==> config.mk <==
export PLATFORM = sky130hd
export DESIGN_NAME = playback_ctrl
export DESIGN_NICKNAME = d
export VERILOG_FILES = /design/src/rtl/playback_ctrl.sv
export SDC_FILE = /design/constraint.sdc
export NUM_CORES = 1
export LEC_CHECK = 0
export ABC_AREA = 1
export CAP_MARGIN = 30
export CORE_UTILIZATION = 35
export CTS_CLUSTER_DIAMETER = 80
export DETAILED_ROUTE_END_ITERATION = 12
export PLACE_DENSITY = 0.53
export SYNTH_ARGS = -nofsm -noshare
export SYNTH_HDL_FRONTEND = slang
export SYNTH_SLANG_ARGS = --single-unit
==> constraint.sdc <==
create_clock -name clk -period 1.9 [get_ports clk]
set_input_delay 0.19 -clock clk [delete_from_list [all_inputs] [get_ports clk]]
set_output_delay 0.19 -clock clk [all_outputs]
set_load 0.01 [all_outputs]
==> src/rtl/playback_ctrl.sv <==
// Playback control for the MP3 player: song index, VS1003 volume word, pause level
// and restart strobe. Every song change is wrapped in a click-free fade-out/fade-in.
module playback_ctrl #(
  parameter int         NUM_SONGS   = 4,
  parameter int         SEL_W       = 3,
  parameter logic [7:0] VOL_INIT    = 8'h20,
  parameter logic [7:0] VOL_MIN_ATT = 8'h00,
  parameter logic [7:0] VOL_MAX_ATT = 8'hC0,
  parameter logic [7:0] VOL_STEP    = 8'h08,
  parameter int         FADE_DIV    = 1000,
  parameter logic [7:0] FADE_STEP   = 8'h10
) (
  input  logic             clk,
  input  logic             rst_n,
  input  logic             i_next,
  input  logic             i_pre,
  input  logic             i_vol_plus,
  input  logic             i_vol_dec,
  input  logic             i_pause,
  input  logic             i_song_end,
  input  logic [1:0]       i_mode,
  output logic [SEL_W-1:0] o_song_select,
  output logic [15:0]      o_vol,
  output logic             o_pause,
  output logic             o_restart,
  output logic             o_busy
);

  localparam int               CNT_W      = (FADE_DIV > 1) ? $clog2(FADE_DIV) : 1;
  localparam logic [7:0]       ATT_SILENT = 8'hFE;
  localparam logic [SEL_W-1:0] LAST_IDX   = SEL_W'(NUM_SONGS - 1);

  typedef enum logic [1:0] {PLAY, FADE_OUT, SWITCH, FADE_IN} state_t;

  state_t           state_q, state_d;
  logic [7:0]       user_att_q, user_att_d;
  logic [7:0]       cur_att_q, cur_att_d;
  logic [SEL_W-1:0] sel_q, sel_d;
  logic [SEL_W-1:0] pend_q, pend_d;
  logic [15:0]      lfsr_q, lfsr_d;
  logic [CNT_W-1:0] cnt_q, cnt_d;
  logic             pause_q, pause_d;
  logic             restart_q, restart_d;
  logic             busy_q, busy_d;

  logic             navNext, navPrev, navReq, endReq, tick;
  logic [SEL_W-1:0] navFromSel, navFromPend, shufIdx, endIdx;
  logic [8:0]       volUp9, volDn9, fadeUp9, fadeDn9;

  function automatic logic [SEL_W-1:0] incIdx(input logic [SEL_W-1:0] idx);
    return (idx == LAST_IDX) ? '0 : idx + SEL_W'(1);
  endfunction

  function automatic logic [SEL_W-1:0] decIdx(input logic [SEL_W-1:0] idx);
    return (idx == '0) ? LAST_IDX : idx - SEL_W'(1);
  endfunction

  // Request decoding and 9-bit arithmetic so saturation never sees a wrapped value.
  always_comb begin
    navNext     = i_next & ~i_pre;
    navPrev     = i_pre & ~i_next;
    navReq      = navNext | navPrev;
    endReq      = i_song_end & ~i_next & ~i_pre;
    navFromSel  = navNext ? incIdx(sel_q) : decIdx(sel_q);
    navFromPend = navNext ? incIdx(pend_q) : decIdx(pend_q);
    shufIdx     = SEL_W'(lfsr_q % 16'(NUM_SONGS));
    case (i_mode)
      2'd1:    endIdx = sel_q;
      2'd2:    endIdx = (shufIdx == sel_q) ? incIdx(sel_q) : shufIdx;
      default: endIdx = incIdx(sel_q);
    endcase
    tick    = (cnt_q == CNT_W'(FADE_DIV - 1));
    volUp9  = {1'b0, user_att_q} - {1'b0, VOL_STEP};
    volDn9  = {1'b0, user_att_q} + {1'b0, VOL_STEP};
    fadeUp9 = {1'b0, cur_att_q} + {1'b0, FADE_STEP};
    fadeDn9 = {1'b0, cur_att_q} - {1'b0, FADE_STEP};
    lfsr_d  = {lfsr_q[14:0], lfsr_q[15] ^ lfsr_q[13] ^ lfsr_q[12] ^ lfsr_q[10]};
  end

  always_comb begin
    user_att_d = user_att_q;
    if (i_vol_plus && !i_vol_dec)
      user_att_d = (volUp9[8] || (volUp9[7:0] < VOL_MIN_ATT)) ? VOL_MIN_ATT : volUp9[7:0];
    else if (i_vol_dec && !i_vol_plus)
      user_att_d = (volDn9 > {1'b0, VOL_MAX_ATT}) ? VOL_MAX_ATT : volDn9[7:0];

    state_d   = state_q;
    cur_att_d = cur_att_q;
    sel_d     = sel_q;
    pend_d    = pend_q;
    restart_d = 1'b0;
    pause_d   = i_pause ? ~pause_q : pause_q;

    case (state_q)
      PLAY: begin
        cur_att_d = user_att_q;
        if (navReq) begin
          pend_d  = navFromSel;
          state_d = FADE_OUT;
        end else if (endReq) begin
          // Stop-at-end parks the driver in pause instead of changing song.
          if (i_mode == 2'd3) begin
            pause_d = 1'b1;
          end else begin
            pend_d  = endIdx;
            state_d = FADE_OUT;
          end
        end
      end
      FADE_OUT: begin
        if (navReq)
          pend_d = navFromPend;
        if (tick) begin
          if (cur_att_q == ATT_SILENT)
            state_d = SWITCH;
          else
            cur_att_d = (fadeUp9 > {1'b0, ATT_SILENT}) ? ATT_SILENT : fadeUp9[7:0];
        end
      end
      SWITCH: begin
        sel_d     = pend_q;
        restart_d = 1'b1;
        state_d   = FADE_IN;
      end
      FADE_IN: begin
        if (navReq) begin
          pend_d  = navFromSel;
          state_d = FADE_OUT;
        end else if (cur_att_q == user_att_q) begin
          state_d = PLAY;
        end else if (tick) begin
          cur_att_d = (fadeDn9[8] || (fadeDn9[7:0] < user_att_q)) ? user_att_q : fadeDn9[7:0];
        end
      end
      default: state_d = PLAY;
    endcase

    // The fade divider restarts whenever a fade state is (re)entered.
    if ((state_d != state_q) || ((state_d != FADE_OUT) && (state_d != FADE_IN)))
      cnt_d = '0;
    else if (tick)
      cnt_d = '0;
    else
      cnt_d = cnt_q + CNT_W'(1);

    busy_d = (state_d != PLAY);
  end

  always_ff @(posedge clk or negedge rst_n) begin
    if (!rst_n) begin
      state_q    <= PLAY;
      user_att_q <= VOL_INIT;
      cur_att_q  <= VOL_INIT;
      sel_q      <= '0;
      pend_q     <= '0;
      lfsr_q     <= 16'hACE1;
      cnt_q      <= '0;
      pause_q    <= 1'b0;
      restart_q  <= 1'b0;
      busy_q     <= 1'b0;
    end else begin
      state_q    <= state_d;
      user_att_q <= user_att_d;
      cur_att_q  <= cur_att_d;
      sel_q      <= sel_d;
      pend_q     <= pend_d;
      lfsr_q     <= lfsr_d;
      cnt_q      <= cnt_d;
      pause_q    <= pause_d;
      restart_q  <= restart_d;
      busy_q     <= busy_d;
    end
  end

  assign o_song_select = sel_q;
  assign o_vol         = {cur_att_q, cur_att_q};
  assign o_pause       = pause_q;
  assign o_restart     = restart_q;
  assign o_busy        = busy_q;

endmodule
Yosys cells after proc, flatten, opt, wreduce, memory -nomap -nowiden
Index checks and enable logic that the tools add are counted.

storage, ports and cells
  input port bits = 10
  output and inout port bits = 22
  flip-flop bits (word level) = 53
  logic and storage cells = 116

cells by class
  equality and inequality tests = 24
  $lt $le $gt $ge = 4
  bitwise gates (word level) = 11
  add/sub/neg operators = 9
  reduce and logical (&&, ||, !) cells = 16
  mux-type cells = 42

operators with widths
  operator                                                                          number
  8-bit two-way mux                                                                 11
  3-bit two-way mux                                                                 12
  8-bit one-hot mux with 3 select lines                                             1
  10-bit two-way mux                                                                2
  9-bit by 8-bit greater-than comparator with 1-bit output (second input constant)  2
  2-bit inequality test (second input constant)                                     8
  2-bit two-way mux                                                                 7
  10-bit by 1-bit adder with 10-bit output (second input constant)                  1
  10-bit == test (second input constant)                                            1
  8-bit by 4-bit adder with 9-bit output (second input constant)                    1
  8-bit by 5-bit adder with 9-bit output (second input constant)                    1
  3-bit one-hot mux with 3 select lines                                             1
  8-bit by 4-bit subtractor with 9-bit output (second input constant)               1
  8-bit by 5-bit subtractor with 9-bit output (second input constant)               1
  2-bit == test (second input constant)                                             4
  8-bit == test                                                                     1
  8-bit == test (second input constant)                                             1
  8-bit by 1-bit < comparator with 1-bit output (second input constant)             1
  8-bit < comparator                                                                1
  2-bit one-hot mux with 4 select lines                                             1
  3-bit by 1-bit adder with 3-bit output (second input constant)                    2
  3-bit by 2-bit == test with 1-bit output (second input constant)                  2
  3-bit zero test                                                                   2
  1-bit two-way mux                                                                 6
  other kinds (19)                                                                  35

Depth between registers and ports, before layout
Gate-level depths: netlist (run 1).

  depth after elaboration = 10
  gate-level depth with buffers = 15
  mapped depth without buffers = 15

Least setup slack after synthesis (run 1)
OpenSTA, ideal clock, no wires.

  path type = reg-to-reg
  start = reg cur_att_q[5]
  end = reg cur_att_q[4]
  period minus slack after synthesis = 2.197 ns
  data arrival time = 2.078 ns
  setup slack = -0.297 ns
  data required time = 1.781 ns
  stages on the path, launching flop included = 16
  path buffers = 0
  setup time = 0.119 ns
  path through = dfstp_2 inv_1 ha_1 xnor2_1 inv_1 ha_1 nand2_1 inv_1 nand2_1 nand3_1 nand2_1 nand2_1 nand3_1 nand2_1 nor2_1 nor2_1

on the way
  longest elaborated chain between the ends = 8
  elaborated cells on any way between the ends = 18
  classes of those cells = add/sub (2); order compare (2); eq/ne (4); mux (8); reduce/logical (2)

RTL lines
  item                                         line  text
  start: declaration                           37    logic [7:0] cur_att_q, cur_att_d;
  start signal: assignment                     164   cur_att_q <= cur_att_d;
  8-bit by 5-bit subtractor with 9-bit output  76    fadeDn9 = {1'b0, cur_att_q} - {1'b0, FADE_STEP};
  8-bit < comparator                           132   cur_att_d = (fadeDn9[8] || (fadeDn9[7:0] < user_att_q)) ? user_att_q : fadeDn9[7:0];
  1-bit logical OR                             132
  8-bit two-way mux                            132
  8-bit two-way mux                            131   end else if (tick) begin
  8-bit two-way mux                            129   end else if (cur_att_q == user_att_q) begin
  8-bit two-way mux                            126   if (navReq) begin
  8-bit one-hot mux with 3 select lines        94    case (state_q)

Parallel ways exist; a longest one is shown, timed or not. The select of a mux whose other input is x is not followed.
A chain may end at the register's enable or synchronous reset.

Final worst setup path (run 1)
  start = reg cur_att_q[5]
  end = reg cur_att_q[5]

Same word-level chain as after synthesis.

==> key figures, run 1 <==
Routing
  – Antenna-violating nets left: 0
  – Via count: about 2.8k
  – Drc violations: 3
  – DRT Pass-1 Iters: 8
  – Drt wl/cell: around 13 um
  – Total wire length: around 7500 um
  – DR vias/cell: around 4.8
  – DR iter-0 viols: roughly 110

Layout
  – Area delta synth->final: 27.06%
  – Antenna diode instance count: 0
  – Nets@finish: 508
  – Share of cells above drive strength 1: between 20% and 30%
  – Layout Utilization: between 40 and 50%

GRT
  – Pin count of the biggest net entering global routing: 41
  – First-pass GRT wire length: approximately 13000 um
  – Initial antenna violation count: 0
  – Vias in the first global route: approximately 2.8k
  – Global Route Usage Sum: 16.70%
  – GR Overflow Total: 0

STA
  – Final Worst Setup Slack: -0.1419 ns
  – Relative slew slack: between 70 and 80%
  – Setup Skew: 0.004575 ns
  – Final period utilization: 107.5%
  – Tmin final: 2.042 ns
  – Hold Vio Cnt, Final: 0
  – FMAX: ~0.49 GHz
  – RSZ-0062 raised after global routing: yes
  – Setup Viol. Count Final: 7
  – Slew @ Worst Pin: approximately 0.36 ns
  – Max Slew Vio Count: 0

Floorplanning
  – Horiz. Die Dim: a little under 100 um
  – Core Area: slightly below 9000 um2
  – Row cnt: 34
  – Die Ht: roughly 98 um
  – Starting density of the core: between 30% and 40%
  – Die area: approximately 9600 um2
  – Ports: 32

Power
  – Tot Pwr: about 0.0037 W
  – Worst VDD drop: 0.0003439 V
  – Power density over cell area: ~900 nW/um2
  – P_leak: slightly above 2 nW

Setup path
  – Worst Reg2Reg Path Length in Cells: 15
  – Crit end category: flip-flop
  – Kind of critical path: reg2reg
  – Critical Path Slowest Stage Cell: dfstp_2
  – Startpoint Class: flip-flop
  – Largest fanout on the critical path: 6
  – CP peak stage delay: ~0.54 ns
  – CP required: 2.13 ns
  – Worst EP arrival: ~2.3 ns
  – CP Cell Sequence: inv_2 -> ha_4 -> xnor2_4 -> inv_2 -> ha_4 -> nand2_4 -> nor2_4 -> nand2_2 -> nand3_4 -> nand2_4 -> nand2_2 -> nand3_1 -> nand2_1 -> nor2_1 -> nor2_1

Logic synthesis
  – Post-Synthesis Cells: ~420
  – Asr flop ratio synth: 100.0%
  – Ys flop type: dfrtp_1
  – Synth Warn #: 0
  – Post-synthesis sequential area ratio: about two fifths
  – Post-synthesis cell area: between 3000 and 4000 um2
  – Netlist cell types: 39
  – Net Count, Synth: between 400 and 500
  – Number of flops mapped to enable cells by yosys: 0
  – Syn avg cell area: about 7.7 um2
  – FF+latch count, synth: 49

Place
  – GPL Wtd Cong: 0.8487
  – PortBufs: 31
  – Post-DP HPWL: between 5000 and 6000 um

Run status
  – Failing checks: DRC, setup timing
  – Outcome: finished, violations left

Clocking
  – TritonCTS clock tree: built
  – Clk_lat worst skew: 0.30 ns
  – CTS buffer count: 5
  – Cell at the root of the clock tree: clkbuf_8
  – Clock-pin slew on the worst setup and hold paths: 0.09 ns
  – Clock Sinks: roughly 50
  – Clk buf depth: 2
  – # H-tree levels: 2

Worst hold path
  – Min-delay worst type: in2async

Flow run
  – Max_cap viols: 0
## final timing paths
kind | startpoint | endpoint | slack, ns
max in group asynchronous | rst_n | cur_att_q[5]$_DFFE_PN1P_ | 1.07
worst min-delay path | rst_n | cnt_q[6]$_DFF_PN0_ | 0.28
worst min register to register | lfsr_q[14]$_DFF_PN0_ | lfsr_q[15]$_DFF_PN1_ | 0.36
worst max-delay path | cur_att_q[5]$_DFFE_PN1P_ | cur_att_q[5]$_DFFE_PN1P_ | -0.14
worst max register to register | cur_att_q[5]$_DFFE_PN1P_ | cur_att_q[5]$_DFFE_PN1P_ | -0.14
min in group clk | lfsr_q[14]$_DFF_PN0_ | lfsr_q[15]$_DFF_PN1_ | 0.36
## synth_stat cells, types with 7 or more instances
| cell type | n | share of area, % |
|---|---|---|
| xor2_1 | 11 | 3.0 |
| ha_1 | 22 | 8.5 |
| inv_1 | 49 | 5.7 |
| a21oi_1 | 14 | 2.2 |
| nand2_1 | 101 | 12 |
| nor3_1 | 7 | 1.1 |
| dfstp_2 | 10 | 8.2 |
| buf_4 | 12 | 2.8 |
| nor2_1 | 44 | 5.1 |
| o21ai_0 | 18 | 2.8 |
| dfrtp_1 | 39 | 30 |
| nand3_1 | 37 | 5.7 |
## cell usage in the layout (no fill, tap or decap), types with 7 or more instances in the layout
master,Yosys,layout
xor2_1,11,10
nand2_2,5,9
nand3_1,37,35
dfrtp_1,39,39
buf_4,12,33
nor3_1,7,7
ha_1,22,18
dfstp_2,10,10
a21oi_1,14,13
inv_2,3,7
nand2_1,101,95
nor2_1,44,40
clkdlybuf4s50_1,0,30
inv_1,49,45
o21ai_0,18,16
nor2_2,4,7
## per-layer routing
layer / GRT usage (%) / vias to the layer above / wire length, um
met5: 0 / - / 0
met4: 3.497 / 0 / 27
met3: 2.434 / 3 / 216
met2: 27.63 / 58 / 3613
met1: 23.17 / 1312 / 3659
li1: - / 1439 / -
## flip-flops by register name, indices dropped and copies added, names as in the netlist
signal,flops
cnt_q,10
o_pause,1
o_busy,1
cur_att_q,7
o_song_select,3
state_q,2
user_att_q,5
lfsr_q,16
pend_q,3
o_restart,1
## critical path: cells and delay by family, from the launching register on
kind | cells | cell delay, ns
simple gates | 10 | 0.74
fa+ha+maj | 2 | 0.44
xor+xnor | 1 | 0.14
flops | 1 | 0.54
buf+inv | 2 | 0.11
## logic make-up after synthesis
family	Yosys count	share of synthesized area, %
adder cells (fa/ha/maj)	22	8.540
AND/OR/NAND/NOR	218	31.87
XOR/XNOR	17	4.619
AO/OA/AOI/OAI	42	7.027
flip-flops	49	38.43
buffers and inverters	68	9.511
## power by group
part / total [W] / leakage, nW / internal, W / switching [W]
registers: 0.00141 / 0.588 / 0.00122 / 0.000183
clock network: 0.000751 / 0.0554 / 0.000396 / 0.000355
logic: 0.00153 / 1.40 / 0.000676 / 0.000851
## cell type report
type | instances | area (um2)
clock buffers | 6 | 72.57
multi-input cells | 299 | 1815
inverters | 55 | 211.5
fillers | 861 | 4711
flip-flops and latches | 49 | 1239
well taps | 108 | 135.1
repair buffers | 66 | 583.1
clock inverters | 2 | 38.79
## metrics by stage
stage / instances / setup slack [ns] / hold slack (ns) / TNS (ns) / area [um2]
after floorplan: 416 / -0.1815 / -0.1056 / -1.082 / 3253
after global placement: 574 / -0.1460 / 0.07345 / -1.077 / 3851
after detailed placement: 574 / -0.2215 / 0.07121 / -1.533 / 3851
after CTS: 585 / -0.1805 / 0.2734 / -1.022 / 4024
after global routing: 585 / -0.2921 / 0.2891 / -2.581 / 4095
final: 585 / -0.1419 / 0.2772 / -0.7575 / 4095
## what timing repair did
action	4_1_cts	5_1_grt
hold buffers	1	0
setup buffers	2	0
endpoints found under the setup margin	17	20
gates cloned	0	0
hold endpoints to repair	9	0
resized for setup	6	16
pin swaps	12	3
Power figures use the tool's default switching activity.
==> run 2: changes to the inputs <==
--- a/config.mk
+++ b/config.mk
@@ -5,7 +5,6 @@
 export SDC_FILE = /design/constraint.sdc
 export NUM_CORES = 1
 export LEC_CHECK = 0
-export ABC_AREA = 1
 export CAP_MARGIN = 30
 export CORE_UTILIZATION = 35
 export CTS_CLUSTER_DIAMETER = 80
==> run 2 against run 1 <==
The run ends with DRC, hold timing, setup timing left. First-iteration DRC count decreased by 34%. Register-to-register slack worse by 0.27 ns. Combinational power rose by 110%. Wire length rose by 12%. Sequential cell count stayed put. Sequential power about the same. Maximum frequency is 12% lower. Clock-buffer cell count unchanged. Clock skew rose by 0.0053 ns. Via count is 1.9% higher. Cell area increased by 13%. Hold slack got worse by 0.29 ns.
==> key figures, run 2 <==
Worst hold path
  – Min-delay worst type: in2async

Layout
  – Biggest regs: lfsr_q x16, cnt_q x10, cur_att_q x7
  – Nets@finish: 473
  – Final Instance Area: around 4600 um2
  – Share of cells above drive strength 1: between 30% and 40%
  – Antenna diode instance count: 0
  – Max reg flops: 16
  – Most flops, register: lfsr_q
  – Most common cell after layout, fill and taps aside: buf_4
  – Most frequent cells in the layout: buf_4, dfrtp_1, clkdlybuf4s50_1
  – Fill count: around 800
  – Area delta synth->final: 43.67%

Logic synthesis
  – Synth top area share: a little under a third
  – Post-Synthesis Cells: roughly 350
  – Adder-Cell Fraction of Synth Area: around 8.6%
  – Leading area contributor after synthesis: dfrtp_1
  – Net Count, Synth: roughly 380
  – Post-synthesis sequential area ratio: roughly two fifths
  – Ranking of synthesized cells by area: dfrtp_1, ha_1, dfstp_2
  – Main combinational cell family by area after synthesis: simple AND/OR/NAND/NOR gates
  – Number of flops mapped to enable cells by yosys: 0
  – Post-synthesis compound-gate area fraction: approximately 18%
  – Most numerous cell in the Yosys netlist: dfrtp_1
  – Asr flop ratio synth: 100.0%
  – Mux cell area share after synthesis: approximately 3.1%
  – Ys flop type: dfrtp_1
  – Syn avg cell area: 9.256 um2
  – Synth Warn #: 0
  – Post-synthesis xor/xnor area fraction: under 10%
  – Netlist cell types: 61
  – FF+latch count, synth: about 50
  – Most frequent cells after synthesis: dfrtp_1, inv_1, nand2_1, nor2_1, ha_1
  – Post-synthesis cell area: approximately 3200 um2
  – Simple-gate share of the synthesized area: between 10% and 20%

STA
  – Tmin final: ~2.3 ns
  – Final period utilization: 121.8%
  – RSZ-0062 raised after global routing: yes
  – Hold WS: -0.01116 ns
  – Hold Vio Cnt, Final: 24
  – Relative slew slack: around 57%
  – Fin Setup TNS: -6.900 ns
  – Setup Skew: between 0.009 and 0.01 ns
  – Setup Viol. Count Final: 23
  – Max Slew Vio Count: 0
  – Final Worst Setup Slack: -0.4144 ns
  – FMAX: roughly 0.43 GHz
  – Slew @ Worst Pin: roughly 0.64 ns

Setup path
  – Kind of critical path: reg2reg
  – Startpoint Class: flip-flop
  – Crit end category: flip-flop
  – Worst Reg2Reg Path Length in Cells: 8
  – CP required: 2.10 ns
  – Critical Path Slowest Stage Cell: or4b_4
  – Crit path max-delay family: simple AND/OR/NAND/NOR gates
  – Largest fanout on the critical path: 3
  – Worst EP arrival: 2.52 ns
  – CP Cell Sequence: inv_4 -> ha_4 -> or4b_4 -> or4_4 -> nand3_4 -> buf_6 -> a2111oi_2 -> nor3_1
  – FF-to-FF Start: cur_att_q[4]$_DFFE_PN0P_
  – CP peak stage delay: approximately 0.50 ns
  – R2r setup slk: -0.41 ns
  – Buf+Inv Stages, Crit Path: 2
  – RR Endpoint: cur_att_q[4]$_DFFE_PN0P_

Power
  – Power density over cell area: between 1000 and 1500 nW/um2
  – Worst VDD drop: 0.0005532 V
  – P_leak: 2.007 nW

Routing
  – DR iter-0 viols: 71
  – Total wire length: approximately 8400 um
  – DR vias/cell: 5.209
  – Via count: 2865
  – Drc violations: 4
  – Drt wl/cell: 15.27 um
  – DRT Pass-1 Iters: 8
  – Antenna-violating nets left: 0

GRT
  – Pin count of the biggest net entering global routing: 50
  – Initial antenna violation count: 0
  – First-pass GRT wire length: 14090 um
  – Global Route Usage Sum: a little under a fifth
  – Vias in the first global route: between 2k and 3k
  – GR Overflow Total: 0

Clocking
  – Cell at the root of the clock tree: clkbuf_8
  – CTS buffer count: 5
  – Clk buf depth: 2
  – Clock-pin slew on the worst setup and hold paths: roughly 0.10 ns
  – # H-tree levels: 2
  – Clk_lat worst skew: 0.31 ns
  – TritonCTS clock tree: built
  – Clock Sinks: 49

Place
  – Placed cell area: 4155 um2
  – PortBufs: 31
  – Post-DP HPWL: slightly above 6000 um
  – GPL Wtd Cong: between 0.8 and 0.9

Floorplanning
  – Horiz. Die Dim: 97.80 um
  – Core Area: 8806 um2
  – Starting density of the core: a little over a third
  – Row cnt: 34
  – Die Ht: 97.80 um
  – Ports: 32
  – Die area: approximately 9600 um2

Flow run
  – Max_cap viols: 0

Run status
  – Outcome: finished, violations left
  – Failing checks: DRC, hold timing, setup timing
[run 2: worst register-to-register path, delay by kind of cell (launching register included)]
family	cells	cell delay, ns
adders and majority gates	1	0.20
AOI/OAI and AO/OA	1	0.06
DFF	1	0.43
and+or+nand+nor	4	1.32
buffers and inverters	2	0.19
[run 2: worst max-delay path by stage]
stage                             start  cells past startpoint                  endpoint
2_1_floorplan  cur_att_q[5]$_DFFE_PN1P_                     10  cur_att_q[6]$_DFFE_PN0P_
3_3_place_gp   cur_att_q[5]$_DFFE_PN1P_                     10  cur_att_q[6]$_DFFE_PN0P_
3_5_place_dp   cur_att_q[5]$_DFFE_PN1P_                     10  cur_att_q[6]$_DFFE_PN0P_
4_1_cts        cur_att_q[4]$_DFFE_PN0P_                      7  cur_att_q[3]$_DFFE_PN0P_
5_1_grt        cur_att_q[5]$_DFFE_PN1P_                     10  cur_att_q[6]$_DFFE_PN0P_
6_report       cur_att_q[4]$_DFFE_PN0P_                      8  cur_att_q[4]$_DFFE_PN0P_
[run 2: metrics by stage]
stage          power [W]  setup slack [ns]  utilization, %  std cells
6_report        0.005440           -0.4144           52.40        550
3_3_place_gp    0.004018           -0.3846           47.19        533
5_1_grt         0.005829           -0.5115           52.40        550
4_1_cts         0.005064           -0.3848           50.09        544
3_5_place_dp    0.004057           -0.4374           47.19        533
2_1_floorplan   0.003022           -0.4977               -        347
[run 2: cells by family (layout without fill, tap and decap cells)]
group | Yosys count | after routing
simple gates | 113 | 113
xor+xnor | 21 | 21
buf+inv | 50 | 145
mux | 9 | 9
compound gates | 83 | 83
fa+ha+maj | 22 | 22
flops | 49 | 49
[run 2: timing repair]
item                       in CTS  in global routing
setup buffers                   4                  9
pin swaps                      14                 27
setup endpoints to repair      24                 27
hold buffers                    0                  0
gates resized for setup        24                 39
[run 2: final cells by class]
class	count	area [um2]	area share, %
multi-input cells	248	2079	45.06
clock inverters	2	38.79	0.8406
inverters	31	121.4	2.630
clock buffers	6	72.57	1.573
well taps	108	135.1	2.928
repair buffers	106	922.1	19.98
flip-flops and latches	49	1245	26.98
[run 2: layer usage]
metal | vias up | part of all wire, % | global-route usage (%)
li1 | 1408 | - | -
met1 | 1376 | 48 | 26.38
met2 | 68 | 46 | 29.24
met3 | 13 | 3.9 | 2.577
met4 | 0 | 1.7 | 4.429
met5 | - | 0 | 0
[run 2: report_power, final]
part | switching (W) | internal [W] | total (W) | leakage, nW
registers | 0.000178 | 0.00124 | 0.00142 | 0.596
logic | 0.00150 | 0.00175 | 0.00325 | 1.35
clock network | 0.000374 | 0.000398 | 0.000773 | 0.0558
